==> src/rtl/vga_text_write_arbiter_if.sv <==
// Write-side bus of the 80x40 text display.
// The master side is the game core and fill requester. The slave side is the arbiter.
// The slave drives the vga80x40 RAM and cursor write ports.
interface vga_text_write_arbiter_if #(
  parameter int ADDR_W = 12
);
  // single-cell cpu writes
  logic              cpu_req;
  logic [ADDR_W-1:0] cpu_addr;
  logic [7:0]        cpu_char;
  logic [7:0]        cpu_color;
  logic [1:0]        cpu_wmask;
  logic              cpu_ack;

  // block-fill engine control
  logic              fill_start;
  logic [ADDR_W-1:0] fill_base;
  logic [ADDR_W-1:0] fill_len;
  logic [7:0]        fill_char;
  logic [7:0]        fill_color;
  logic              fill_busy;
  logic              fill_done;

  // cursor update request
  logic              cur_req;
  logic [7:0]        cur_x;
  logic [7:0]        cur_y;
  logic              cur_busy;

  // vga80x40 write ports
  logic              wren;
  logic              wrencolor;
  logic [ADDR_W-1:0] wraddress;
  logic [7:0]        wrdata;
  logic [7:0]        wcolor;
  logic              wrencursor;
  logic [1:0]        wcursorAddress;
  logic [7:0]        wcursor;

  modport master (
    output cpu_req, cpu_addr, cpu_char, cpu_color, cpu_wmask,
    output fill_start, fill_base, fill_len, fill_char, fill_color,
    output cur_req, cur_x, cur_y,
    input  cpu_ack, fill_busy, fill_done, cur_busy,
    input  wren, wrencolor, wraddress, wrdata, wcolor,
    input  wrencursor, wcursorAddress, wcursor
  );

  modport slave (
    input  cpu_req, cpu_addr, cpu_char, cpu_color, cpu_wmask,
    input  fill_start, fill_base, fill_len, fill_char, fill_color,
    input  cur_req, cur_x, cur_y,
    output cpu_ack, fill_busy, fill_done, cur_busy,
    output wren, wrencolor, wraddress, wrdata, wcolor,
    output wrencursor, wcursorAddress, wcursor
  );
endinterface

==> src/rtl/vga_text_write_arbiter.sv <==
// Write-side owner of the 80x40 text display: text RAM, color RAM and cursor registers.
// Single-cell cpu writes and a block-fill engine share the RAM write port round-robin.
// Cursor updates are sequenced into the two-entry cursor memory on their own port.
// Every output is registered.
// Optional macro TEXTWR_BOUNDS_CHECK_EN:
//   - A cpu write to an address >= DEPTH is acked with both enables low.
//   - A fill base >= DEPTH starts the fill at cell 0.
module vga_text_write_arbiter #(
  parameter int COLS   = 80,
  parameter int ROWS   = 40,
  parameter int DEPTH  = COLS * ROWS,
  parameter int ADDR_W = 12
) (
  input logic                  clk25MHz,
  input logic                  reset_n,
  vga_text_write_arbiter_if.slave bus
);

  localparam logic [ADDR_W-1:0] L_DEPTH = ADDR_W'(DEPTH);
  localparam logic [ADDR_W-1:0] L_LAST  = ADDR_W'(DEPTH - 1);

  typedef enum logic { F_IDLE, F_RUN } fillState_t;
  typedef enum logic [1:0] { C_IDLE, C_WX, C_WY } curState_t;

  fillState_t        r_fillState;
  logic [ADDR_W-1:0] r_fillAddr;
  logic [ADDR_W-1:0] r_fillRemain;
  logic [7:0]        r_fillChar;
  logic [7:0]        r_fillColor;
  logic              r_favourCpu;
  curState_t         r_curState;
  logic [7:0]        r_curY;

  logic              w_cpuElig;
  logic              w_fillElig;
  logic              w_grantCpu;
  logic              w_grantFill;
  logic              w_cpuInRange;
  logic [ADDR_W-1:0] w_fillBase;

`ifdef TEXTWR_BOUNDS_CHECK_EN
  assign w_cpuInRange = (bus.cpu_addr < L_DEPTH);
  assign w_fillBase   = (bus.fill_base >= L_DEPTH) ? '0 : bus.fill_base;
`else
  assign w_cpuInRange = 1'b1;
  assign w_fillBase   = bus.fill_base;
`endif

  // The cpu sits out its ack cycle so that a request still held there is not written twice.
  // The requester served most recently yields priority on the next contest.
  assign w_cpuElig   = bus.cpu_req && !bus.cpu_ack;
  assign w_fillElig  = (r_fillState == F_RUN) && (r_fillRemain != '0);
  assign w_grantCpu  = w_cpuElig && (!w_fillElig || r_favourCpu);
  assign w_grantFill = w_fillElig && (!w_cpuElig || !r_favourCpu);

  // RAM write port: issue the granted write and rotate priority
  always_ff @(posedge clk25MHz or negedge reset_n) begin
    if (!reset_n) begin
      bus.cpu_ack   <= 1'b0;
      bus.wren      <= 1'b0;
      bus.wrencolor <= 1'b0;
      bus.wraddress <= '0;
      bus.wrdata    <= '0;
      bus.wcolor    <= '0;
      r_favourCpu   <= 1'b1;
    end else begin
      bus.cpu_ack   <= 1'b0;
      bus.wren      <= 1'b0;
      bus.wrencolor <= 1'b0;
      if (w_grantCpu) begin
        bus.cpu_ack   <= 1'b1;
        bus.wren      <= bus.cpu_wmask[0] && w_cpuInRange;
        bus.wrencolor <= bus.cpu_wmask[1] && w_cpuInRange;
        bus.wraddress <= bus.cpu_addr;
        bus.wrdata    <= bus.cpu_char;
        bus.wcolor    <= bus.cpu_color;
        r_favourCpu   <= 1'b0;
      end else if (w_grantFill) begin
        bus.wren      <= 1'b1;
        bus.wrencolor <= 1'b1;
        bus.wraddress <= r_fillAddr;
        bus.wrdata    <= r_fillChar;
        bus.wcolor    <= r_fillColor;
        r_favourCpu   <= 1'b1;
      end
    end
  end

  // Fill engine: latch the request, then step the address for every granted write.
  // RUN is held for one cycle after the last write so that fill_done and the fall of
  // fill_busy land together in that cycle.
  always_ff @(posedge clk25MHz or negedge reset_n) begin
    if (!reset_n) begin
      r_fillState   <= F_IDLE;
      r_fillAddr    <= '0;
      r_fillRemain  <= '0;
      r_fillChar    <= '0;
      r_fillColor   <= '0;
      bus.fill_busy <= 1'b0;
      bus.fill_done <= 1'b0;
    end else begin
      bus.fill_done <= 1'b0;
      case (r_fillState)
        F_IDLE: begin
          if (bus.fill_start) begin
            r_fillAddr   <= w_fillBase;
            r_fillRemain <= bus.fill_len;
            r_fillChar   <= bus.fill_char;
            r_fillColor  <= bus.fill_color;
            if (bus.fill_len == '0) begin
              bus.fill_done <= 1'b1;
            end else begin
              r_fillState   <= F_RUN;
              bus.fill_busy <= 1'b1;
            end
          end
        end
        F_RUN: begin
          if (w_grantFill) begin
            r_fillAddr   <= (r_fillAddr == L_LAST) ? '0 : r_fillAddr + ADDR_W'(1);
            r_fillRemain <= r_fillRemain - ADDR_W'(1);
          end else if (r_fillRemain == '0) begin
            r_fillState   <= F_IDLE;
            bus.fill_busy <= 1'b0;
            bus.fill_done <= 1'b1;
          end
        end
        default: r_fillState <= F_IDLE;
      endcase
    end
  end

  // Cursor sequencer: write x to entry 0, then y to entry 1
  always_ff @(posedge clk25MHz or negedge reset_n) begin
    if (!reset_n) begin
      r_curState         <= C_IDLE;
      r_curY             <= '0;
      bus.cur_busy       <= 1'b0;
      bus.wrencursor     <= 1'b0;
      bus.wcursorAddress <= '0;
      bus.wcursor        <= '0;
    end else begin
      case (r_curState)
        C_IDLE: begin
          bus.wrencursor <= 1'b0;
          bus.cur_busy   <= 1'b0;
          if (bus.cur_req) begin
            r_curState         <= C_WX;
            r_curY             <= bus.cur_y;
            bus.cur_busy       <= 1'b1;
            bus.wrencursor     <= 1'b1;
            bus.wcursorAddress <= 2'd0;
            bus.wcursor        <= bus.cur_x;
          end
        end
        C_WX: begin
          r_curState         <= C_WY;
          bus.wrencursor     <= 1'b1;
          bus.wcursorAddress <= 2'd1;
          bus.wcursor        <= r_curY;
        end
        C_WY: begin
          r_curState     <= C_IDLE;
          bus.wrencursor <= 1'b0;
          bus.cur_busy   <= 1'b0;
        end
        default: begin
          r_curState     <= C_IDLE;
          bus.wrencursor <= 1'b0;
          bus.cur_busy   <= 1'b0;
        end
      endcase
    end
  end

endmodule

==> src/flat_wrapper.sv <==
// flat-port wrapper written by rule: the top's interface ports become plain ports
module vga_text_write_arbiter_flat 
#(
  parameter int COLS   = 80,
  parameter int ROWS   = 40,
  parameter int DEPTH  = COLS * ROWS,
  parameter int ADDR_W = 12
)
  (clk25MHz, reset_n, bus_cpu_req, bus_cpu_addr, bus_cpu_char, bus_cpu_color, bus_cpu_wmask, bus_fill_start, bus_fill_base, bus_fill_len, bus_fill_char, bus_fill_color, bus_cur_req, bus_cur_x, bus_cur_y, bus_cpu_ack, bus_fill_busy, bus_fill_done, bus_cur_busy, bus_wren, bus_wrencolor, bus_wraddress, bus_wrdata, bus_wcolor, bus_wrencursor, bus_wcursorAddress, bus_wcursor);
  vga_text_write_arbiter_if #(.ADDR_W(ADDR_W)) bus_i ();
  input logic clk25MHz;
  input logic reset_n;
  input wire logic [$bits(bus_i.cpu_req)-1:0] bus_cpu_req;
  input wire logic [$bits(bus_i.cpu_addr)-1:0] bus_cpu_addr;
  input wire logic [$bits(bus_i.cpu_char)-1:0] bus_cpu_char;
  input wire logic [$bits(bus_i.cpu_color)-1:0] bus_cpu_color;
  input wire logic [$bits(bus_i.cpu_wmask)-1:0] bus_cpu_wmask;
  input wire logic [$bits(bus_i.fill_start)-1:0] bus_fill_start;
  input wire logic [$bits(bus_i.fill_base)-1:0] bus_fill_base;
  input wire logic [$bits(bus_i.fill_len)-1:0] bus_fill_len;
  input wire logic [$bits(bus_i.fill_char)-1:0] bus_fill_char;
  input wire logic [$bits(bus_i.fill_color)-1:0] bus_fill_color;
  input wire logic [$bits(bus_i.cur_req)-1:0] bus_cur_req;
  input wire logic [$bits(bus_i.cur_x)-1:0] bus_cur_x;
  input wire logic [$bits(bus_i.cur_y)-1:0] bus_cur_y;
  output wire logic [$bits(bus_i.cpu_ack)-1:0] bus_cpu_ack;
  output wire logic [$bits(bus_i.fill_busy)-1:0] bus_fill_busy;
  output wire logic [$bits(bus_i.fill_done)-1:0] bus_fill_done;
  output wire logic [$bits(bus_i.cur_busy)-1:0] bus_cur_busy;
  output wire logic [$bits(bus_i.wren)-1:0] bus_wren;
  output wire logic [$bits(bus_i.wrencolor)-1:0] bus_wrencolor;
  output wire logic [$bits(bus_i.wraddress)-1:0] bus_wraddress;
  output wire logic [$bits(bus_i.wrdata)-1:0] bus_wrdata;
  output wire logic [$bits(bus_i.wcolor)-1:0] bus_wcolor;
  output wire logic [$bits(bus_i.wrencursor)-1:0] bus_wrencursor;
  output wire logic [$bits(bus_i.wcursorAddress)-1:0] bus_wcursorAddress;
  output wire logic [$bits(bus_i.wcursor)-1:0] bus_wcursor;
  assign bus_i.cpu_req = bus_cpu_req;
  assign bus_i.cpu_addr = bus_cpu_addr;
  assign bus_i.cpu_char = bus_cpu_char;
  assign bus_i.cpu_color = bus_cpu_color;
  assign bus_i.cpu_wmask = bus_cpu_wmask;
  assign bus_i.fill_start = bus_fill_start;
  assign bus_i.fill_base = bus_fill_base;
  assign bus_i.fill_len = bus_fill_len;
  assign bus_i.fill_char = bus_fill_char;
  assign bus_i.fill_color = bus_fill_color;
  assign bus_i.cur_req = bus_cur_req;
  assign bus_i.cur_x = bus_cur_x;
  assign bus_i.cur_y = bus_cur_y;
  assign bus_cpu_ack = bus_i.cpu_ack;
  assign bus_fill_busy = bus_i.fill_busy;
  assign bus_fill_done = bus_i.fill_done;
  assign bus_cur_busy = bus_i.cur_busy;
  assign bus_wren = bus_i.wren;
  assign bus_wrencolor = bus_i.wrencolor;
  assign bus_wraddress = bus_i.wraddress;
  assign bus_wrdata = bus_i.wrdata;
  assign bus_wcolor = bus_i.wcolor;
  assign bus_wrencursor = bus_i.wrencursor;
  assign bus_wcursorAddress = bus_i.wcursorAddress;
  assign bus_wcursor = bus_i.wcursor;
  vga_text_write_arbiter #(.COLS(COLS), .ROWS(ROWS), .DEPTH(DEPTH), .ADDR_W(ADDR_W)) u_core (.clk25MHz(clk25MHz), .reset_n(reset_n), .bus(bus_i));
endmodule
==> config.mk <==
export PLATFORM = sky130hd
export DESIGN_NAME = vga_text_write_arbiter_flat
export DESIGN_NICKNAME = d
export VERILOG_FILES = /design/src/rtl/vga_text_write_arbiter_if.sv /design/src/rtl/vga_text_write_arbiter.sv /design/src/flat_wrapper.sv
export SDC_FILE = /design/constraint.sdc
export NUM_CORES = 1
export LEC_CHECK = 0
export BUFFER_PORTS_ARGS = -buffer_cell sky130_fd_sc_hd__buf_2
export CAP_MARGIN = 20
export CORE_MARGIN = 5
export CORE_UTILIZATION = 53
export CTS_BUF_LIST = sky130_fd_sc_hd__clkbuf_4 sky130_fd_sc_hd__clkbuf_8
export DETAILED_ROUTE_END_ITERATION = 16
export GPL_TIMING_DRIVEN = 0
export PLACE_DENSITY = 0.82
export SYNTH_ARGS = -nofsm -noshare
export SYNTH_HDL_FRONTEND = slang
export SYNTH_SLANG_ARGS = --single-unit
==> constraint.sdc <==
create_clock -name clk25MHz -period 2.3 [get_ports clk25MHz]
set_clock_uncertainty 0.1 [all_clocks]
set_input_delay 0.115 -clock clk25MHz [delete_from_list [all_inputs] [get_ports clk25MHz]]
set_output_delay 0.115 -clock clk25MHz [all_outputs]
set_load 0.01 [all_outputs]
==> impl_metrics.py, run 1 <==
metrics = {
    "die": {
        "start_util_pct": 54.6,
        "fp.coreArea_sq_mm": 0.00826,
        "dieArea_sq_mm": 0.0105,
        "io_pins": 136,
        "die_w_microns": 102,
        "fp-row-count": 33,
        "die_h_microns": 102,
    },
    "worst_setup_path": {
        "crit_path_end_kind": "register",
        "arrival_ps": 2380,
        "required_ps": 2460,
        "startpoint_type": "register",
        "critical_path_class": "reg -> reg",
        "r2r_cells": 10,
        "worst-path-max-fanout": 10,
    },
    "clocking": {
        "cts_root_buf": "clkbuf_8",
        "clkSlewWorstSetupHoldPaths_ps": 100,
        "clk_latency_ps": 380,
        "clk_path_buf_depth": 2,
        "cts_tree": "built",
        "htree_num_levels": 3,
        "cts_buffers": 9,
        "clock-sinks": 96,
    },
    "layout": {
        "drive_gt1_share_pct": 32.5,
        "top_regs": "u_core.bus.wraddress: 12 flops, u_core.r_fillAddr: 12 flops, u_core.r_fillRemain: 12 flops",
        "synthToLayoutAreaGrowth_pct": 43.2,
        "fin_util_pct": 78.2,
        "final_nets": 768,
        "antenna_cells": 0,
        "final_cell_count_no_fill": 785,
    },
    "hold_path": {
        "min_path_type": "in -> reg",
        "whs_path_depth": 4,
    },
    "run_status": {
        "status": "complete, no violations",
    },
    "grt": {
        "grt_pass1_wl_microns": 24400,
        "grt_max_degree": 64,
        "grt_antenna_before_repair": 0,
        "grt.overflow.total": 0,
        "grt_use_total_pct": 30.3,
        "grt_pass1_vias": 4895,
    },
    "power_and_ir_drop": {
        "leakage_nw": 2.99,
        "ir_worst_vdd_mv": 0.565,
        "power_density_mw_per_mm2": 1080,
    },
    "yosys": {
        "synth_common_cells": "dfrtp_1 (95), nand2_1 (88), or3_1 (31), o221a_2 (29), clkbuf_1 (19)",
        "syn_area_per_cell_sq_um": 10.2,
        "yosysTopAreaCellShare_pct": 52.7,
        "synthFlopType": "dfrtp_1",
        "yosys_register_bits": 96,
        "synth_edf_count": 0,
        "synth_nets": 533,
        "yosys_warnings": 0,
        "synthTopCellsByArea": "dfrtp_1 (53%), nand2_1 (7.3%), o221a_2 (7.2%)",
        "yosysMostFrequentCell": "dfrtp_1",
        "synth_cell_types": 56,
        "synth.largest_area_cell": "dfrtp_1",
        "ys_async_sr_fraction_pct": 100,
        "synth_cells": 440,
        "syn_area_sq_mm": 0.00451,
        "synth-seq-area-share_pct": 53.3,
    },
    "flow_run": {
        "drv_cap": 0,
    },
    "route": {
        "postRouteAntennaNets": 0,
        "vias_per_cell": 6.03,
        "wire_per_inst_microns": 19.6,
        "vias": 4734,
        "drt-total-wl_microns": 15300,
        "drtIter0Drc": 419,
        "drc": 0,
        "first_pass_iters": 5,
    },
    "timing": {
        "worst_pin_slew_ps": 634,
        "hold_viol": 0,
        "period_needed_ps": 2220,
        "finalSetupViolations": 0,
        "slew_headroom_pct": 57.6,
        "drv_slew": 0,
        "max_freq_mhz": 450,
        "period_share_pct": 96.7,
    },
    "placement": {
        "dp.cells": 680,
        "gp_congestion": 0.916,
        "dp_hpwl_microns": 9220,
        "io_buffers": 134,
    },
}
==> cells in the final DEF, fill, tap and decap left out, types with 5 or more instances in the layout <==
cell	count
buf_2	140
dfrtp_1	95
nand2_1	87
dlygate4sd3_1	84
or3_1	30
o221a_2	29
clkbuf_1	16
o21ai_0	16
a21oi_1	16
nor2_1	14
nand3_1	11
inv_1	10
a22oi_1	9
clkbuf_8	9
nor3_1	8
mux2_2	8
buf_4	6
nor4_1	5
==> worst paths after layout <==
check                                              startpoint                                 to  slack [ps]
setup / recovery           u_core.r_fillRemain[0]$_DFFE_PN0P_   u_core.bus.wcolor[5]$_DFFE_PN0P_          80
hold / removal                               bus_fill_base[1]   u_core.r_fillAddr[1]$_DFFE_PN0P_          60
setup reg to reg           u_core.r_fillRemain[0]$_DFFE_PN0P_   u_core.bus.wcolor[5]$_DFFE_PN0P_          80
hold reg to reg             u_core.bus.wcursor[6]$_DFFE_PN0P_  u_core.bus.wcursor[6]$_DFFE_PN0P_         380
max in group asynchronous                             reset_n     u_core.r_favourCpu$_DFFE_PN1P_        1280
min in group asynchronous                             reset_n   u_core.bus.wcolor[0]$_DFFE_PN0P_         120
==> through the flow <==
step           setup TNS [ps]  power (mW)  setup WS (ps)  hold slack, ps  instance area (sq um)
5_1_grt                 -1.64        7.43          -1.64            84.0                   6450
2_1_floorplan               0        4.60            206            -281                   4510
4_1_cts                     0        6.78           46.5            28.2                   6400
3_3_place_gp            -1370        5.43           -120             204                   5310
3_5_place_dp            -2010        5.57           -168           -8.75                   5340
6_report                    0        6.98           76.7            64.7                   6450
==> where the power goes <==
part	leakage [nW]	switching (mW)	internal, mW
clock	0.0969	0.658	0.417
combinational	1.76	1.51	1.35
sequential	1.14	0.632	2.42
total	2.99	2.79	4.19
==> kinds of logic after synthesis <==
kind of cell / Yosys count / synth area share, %
DFF: 96 / 53.3
adders and majority gates: 2 / 0.555
AOI/OAI and AO/OA: 108 / 19.2
other: 1 / 0.0832
and+or+nand+nor: 178 / 19.5
buffers and inverters: 44 / 4.61
muxes: 11 / 2.66
==> per-layer routing <==
metal	wire length, microns	vias up	GRT usage [%]
met2	7800	287	52.4
li1	-	2090	-
met1	5570	2295	36.7
met5	0	-	0
met4	601	0	14.0
met3	1380	62	5.67
==> final cells by class <==
| type | count | area, sq um |
|---|---|---|
| buffer | 32 | 169 |
| clock buffer | 9 | 124 |
| clock inverter | 7 | 60.1 |
| fill | 478 | 1800 |
| inverter | 12 | 45.0 |
| multi-input combinational | 300 | 1940 |
| sequential | 96 | 2400 |
| tap | 105 | 131 |
| timing repair buffer | 224 | 1580 |
==> critical path, stage by stage (launching register included) <==
cell     delay, ps
dfrtp_1        400
inv_2           80
ha_4           140
nor4b_4        260
and2_1         190
buf_6          140
a21oi_4         80
buf_6          130
buf_6          130
or3_4          330
o221a_2        140
==> what timing repair did <==
| action | 4_1_cts | 5_1_grt |
|---|---|---|
| gates cloned | 0 | 1 |
| gates resized for setup | 5 | 10 |
| endpoints found under the hold margin | 131 | 0 |
| hold buffers | 84 | 0 |
| endpoints found under the setup margin | 25 | 40 |
| pin swaps | 2 | 4 |
| setup buffers | 3 | 1 |
Note: power is estimated with default switching activity, not from simulation.
==> inputs of run 2 (changes only) <==
--- a/config.mk
+++ b/config.mk
@@ -9,7 +9,7 @@
 export CAP_MARGIN = 20
 export CORE_MARGIN = 5
 export CORE_UTILIZATION = 53
-export CTS_BUF_LIST = sky130_fd_sc_hd__clkbuf_4 sky130_fd_sc_hd__clkbuf_8
+export CTS_BUF_LIST = sky130_fd_sc_hd__clkbuf_4
 export DETAILED_ROUTE_END_ITERATION = 16
 export GPL_TIMING_DRIVEN = 0
 export PLACE_DENSITY = 0.82
==> impl_metrics.py, run 2 (synthesis gave the netlist of run 1 again) <==
metrics = {
    "route": {
        "vias": 4680,
        "drtIter0Drc": 360,
        "drt-total-wl_microns": 15000,
        "vias_per_cell": 5.92,
        "postRouteAntennaNets": 0,
        "drc": 0,
        "first_pass_iters": 5,
        "wire_per_inst_microns": 19.0,
    },
    "flow_run": {
        "drv_cap": 0,
    },
    "die": {
        "fp-row-count": 33,
        "die_w_microns": 102,
        "dieArea_sq_mm": 0.0105,
        "start_util_pct": 54.6,
        "fp.coreArea_sq_mm": 0.00826,
        "io_pins": 136,
        "die_h_microns": 102,
    },
    "worst_setup_path": {
        "startpoint_type": "register",
        "startpoint": "u_core.r_fillRemain[0]$_DFFE_PN0P_",
        "crit_top_cell": "buf_6",
        "rr_endpoint": "u_core.bus.wraddress[2]$_DFFE_PN0P_",
        "r2r-start": "u_core.r_fillRemain[0]$_DFFE_PN0P_",
        "arrival_ps": 2500,
        "cp_slowest_cell": "dfrtp_1",
        "crit_path_end_kind": "register",
        "required_ps": 2580,
        "worst-path-max-fanout": 7,
        "slowest_delay_ps": 420,
        "path_cells": "inv_2 > ha_4 > nor4b_4 > and2_1 > buf_6 > a21oi_4 > buf_6 > buf_2 > or3_1 > o221a_2",
        "r2r_cells": 10,
        "ff2ff_setup_slack_ps": 80,
        "critical_path_class": "reg -> reg",
    },
    "layout": {
        "drive_gt1_share_pct": 32.5,
        "fillers": 491,
        "ff_latch_area_sq_mm": 0.00240,
        "final_common_cell": "buf_2",
        "final_nets": 772,
        "top_regs": "u_core.bus.wraddress: 12 flops, u_core.r_fillAddr: 12 flops, u_core.r_fillRemain: 12 flops",
        "synthToLayoutAreaGrowth_pct": 43.3,
        "final_cell_mix": "buf_2 (140), dfrtp_1 (95), nand2_1 (87), dlygate4sd3_1 (87), or3_1 (30)",
        "multi_input_area_sq_mm": 0.00195,
        "finalInstanceArea_sq_mm": 0.00646,
        "fin_util_pct": 78.2,
        "final_cell_count_no_fill": 791,
    },
    "timing": {
        "slew_headroom_pct": 56.1,
        "finalSetupViolations": 0,
        "holdWs_ps": 3.71,
        "period_needed_ps": 2220,
        "drv_slew": 0,
        "hold_viol": 0,
        "period_share_pct": 96.7,
        "worst_pin_slew_ps": 657,
        "max_freq_mhz": 449,
        "rsz0062_at_grt": "true",
    },
    "grt": {
        "grt.overflow.total": 0,
        "grt_antenna_before_repair": 1,
        "grt_pass1_vias": 4847,
        "grt_use_total_pct": 29.8,
        "grt_pass1_wl_microns": 24000,
        "grt_max_degree": 64,
    },
    "clocking": {
        "clk_latency_ps": 460,
        "htree_num_levels": 3,
        "clkSlewWorstSetupHoldPaths_ps": 170,
        "clock-sinks": 96,
        "cts_tree": "built",
        "cts_buffers": 9,
        "clk_path_buf_depth": 2,
        "cts_root_buf": "clkbuf_4",
    },
    "placement": {
        "gp_congestion": 0.916,
        "dp_hpwl_microns": 9220,
        "dp.cells": 680,
        "io_buffers": 134,
        "dpl_cell_area_sq_mm": 0.00534,
    },
    "power_and_ir_drop": {
        "ir_worst_vdd_mv": 0.577,
        "power_density_mw_per_mm2": 1050,
        "leakage_nw": 2.99,
    },
    "run_status": {
        "status": "complete, no violations",
    },
    "hold_path": {
        "min_path_type": "in -> async",
    },
}
[run 2: changes by cell type in the layout (fill, tap and decap cells not counted), sizes merged]
| cell | previous run | this run |
|---|---|---|
| diode | 0 | 2 |
| clkbuf | 29 | 28 |
| dlygate4sd3 | 84 | 87 |
| buf | 152 | 154 |
[run 2: through the flow]
stage | setup TNS [ps] | worst slack, ps | total power, mW
4_1_cts | 0 | 35.1 | 6.59
3_5_place_dp | -2010 | -168 | 5.57
2_1_floorplan | 0 | 206 | 4.60
3_3_place_gp | -1370 | -120 | 5.43
6_report | 0 | 75.3 | 6.80
5_1_grt | -53.4 | -20.2 | 7.25
[run 2: worst max-delay path by stage]
stage | endpoint | slack (ps) | cells past startpoint
floorplan | u_core.bus.wcolor[2]$_DFFE_PN0P_ | 210 | 10
global placement | u_core.r_fillRemain[1]$_DFFE_PN0P_ | -120 | 8
detailed placement | u_core.r_fillRemain[1]$_DFFE_PN0P_ | -170 | 6
CTS | u_core.bus.wcolor[5]$_DFFE_PN0P_ | 40 | 10
global route | u_core.bus.wraddress[2]$_DFFE_PN0P_ | -20 | 10
finish | u_core.bus.wraddress[2]$_DFFE_PN0P_ | 80 | 10
[run 2: where the power goes]
part           switching, mW  total, mW  internal [mW]
registers              0.620       3.03           2.41
logic                   1.50       2.87           1.38
clock network          0.645      0.892          0.247
[run 2: repair_timing]
| item | CTS | global route |
|---|---|---|
| buffers inserted | 3 | 2 |
| hold endpoints to repair | 181 | 0 |
| gates cloned | 0 | 1 |
| gates resized for setup | 6 | 10 |
| hold buffers | 87 | 0 |
| pin swaps | 1 | 3 |
| setup endpoints to repair | 25 | 37 |
[run 2: routing by layer]
| metal | global-route usage (%) | part of all wire (%) | up-vias | wire length (microns) |
|---|---|---|---|---|
| met2 | 50.8 | 51 | 266 | 7600 |
| met3 | 4.71 | 8.1 | 56 | 1210 |
| met5 | 0 | 0 | - | 0 |
| li1 | - | - | 2100 | - |
| met4 | 12.8 | 3.9 | 0 | 590 |
| met1 | 37.7 | 37 | 2258 | 5630 |
[run 2: cell type report]
cell class,count,area share [%]
antenna,2,0.0775
clock inverter,7,0.930
buffer,32,2.61
timing repair buffer,228,25.2
inverter,12,0.697
clock buffer,9,1.05
multi-input combinational,300,30.2
sequential,96,37.2
tap,105,2.03
[run 2: worst max-delay path: cells and delay by family, from the launching register on]
family                   cells  cell delay [ps]
buffers and inverters        4              500
flip-flops                   1              420
AND/OR/NAND/NOR              3              760
adder cells (fa/ha/maj)      1              140
AO/OA/AOI/OAI                2              200
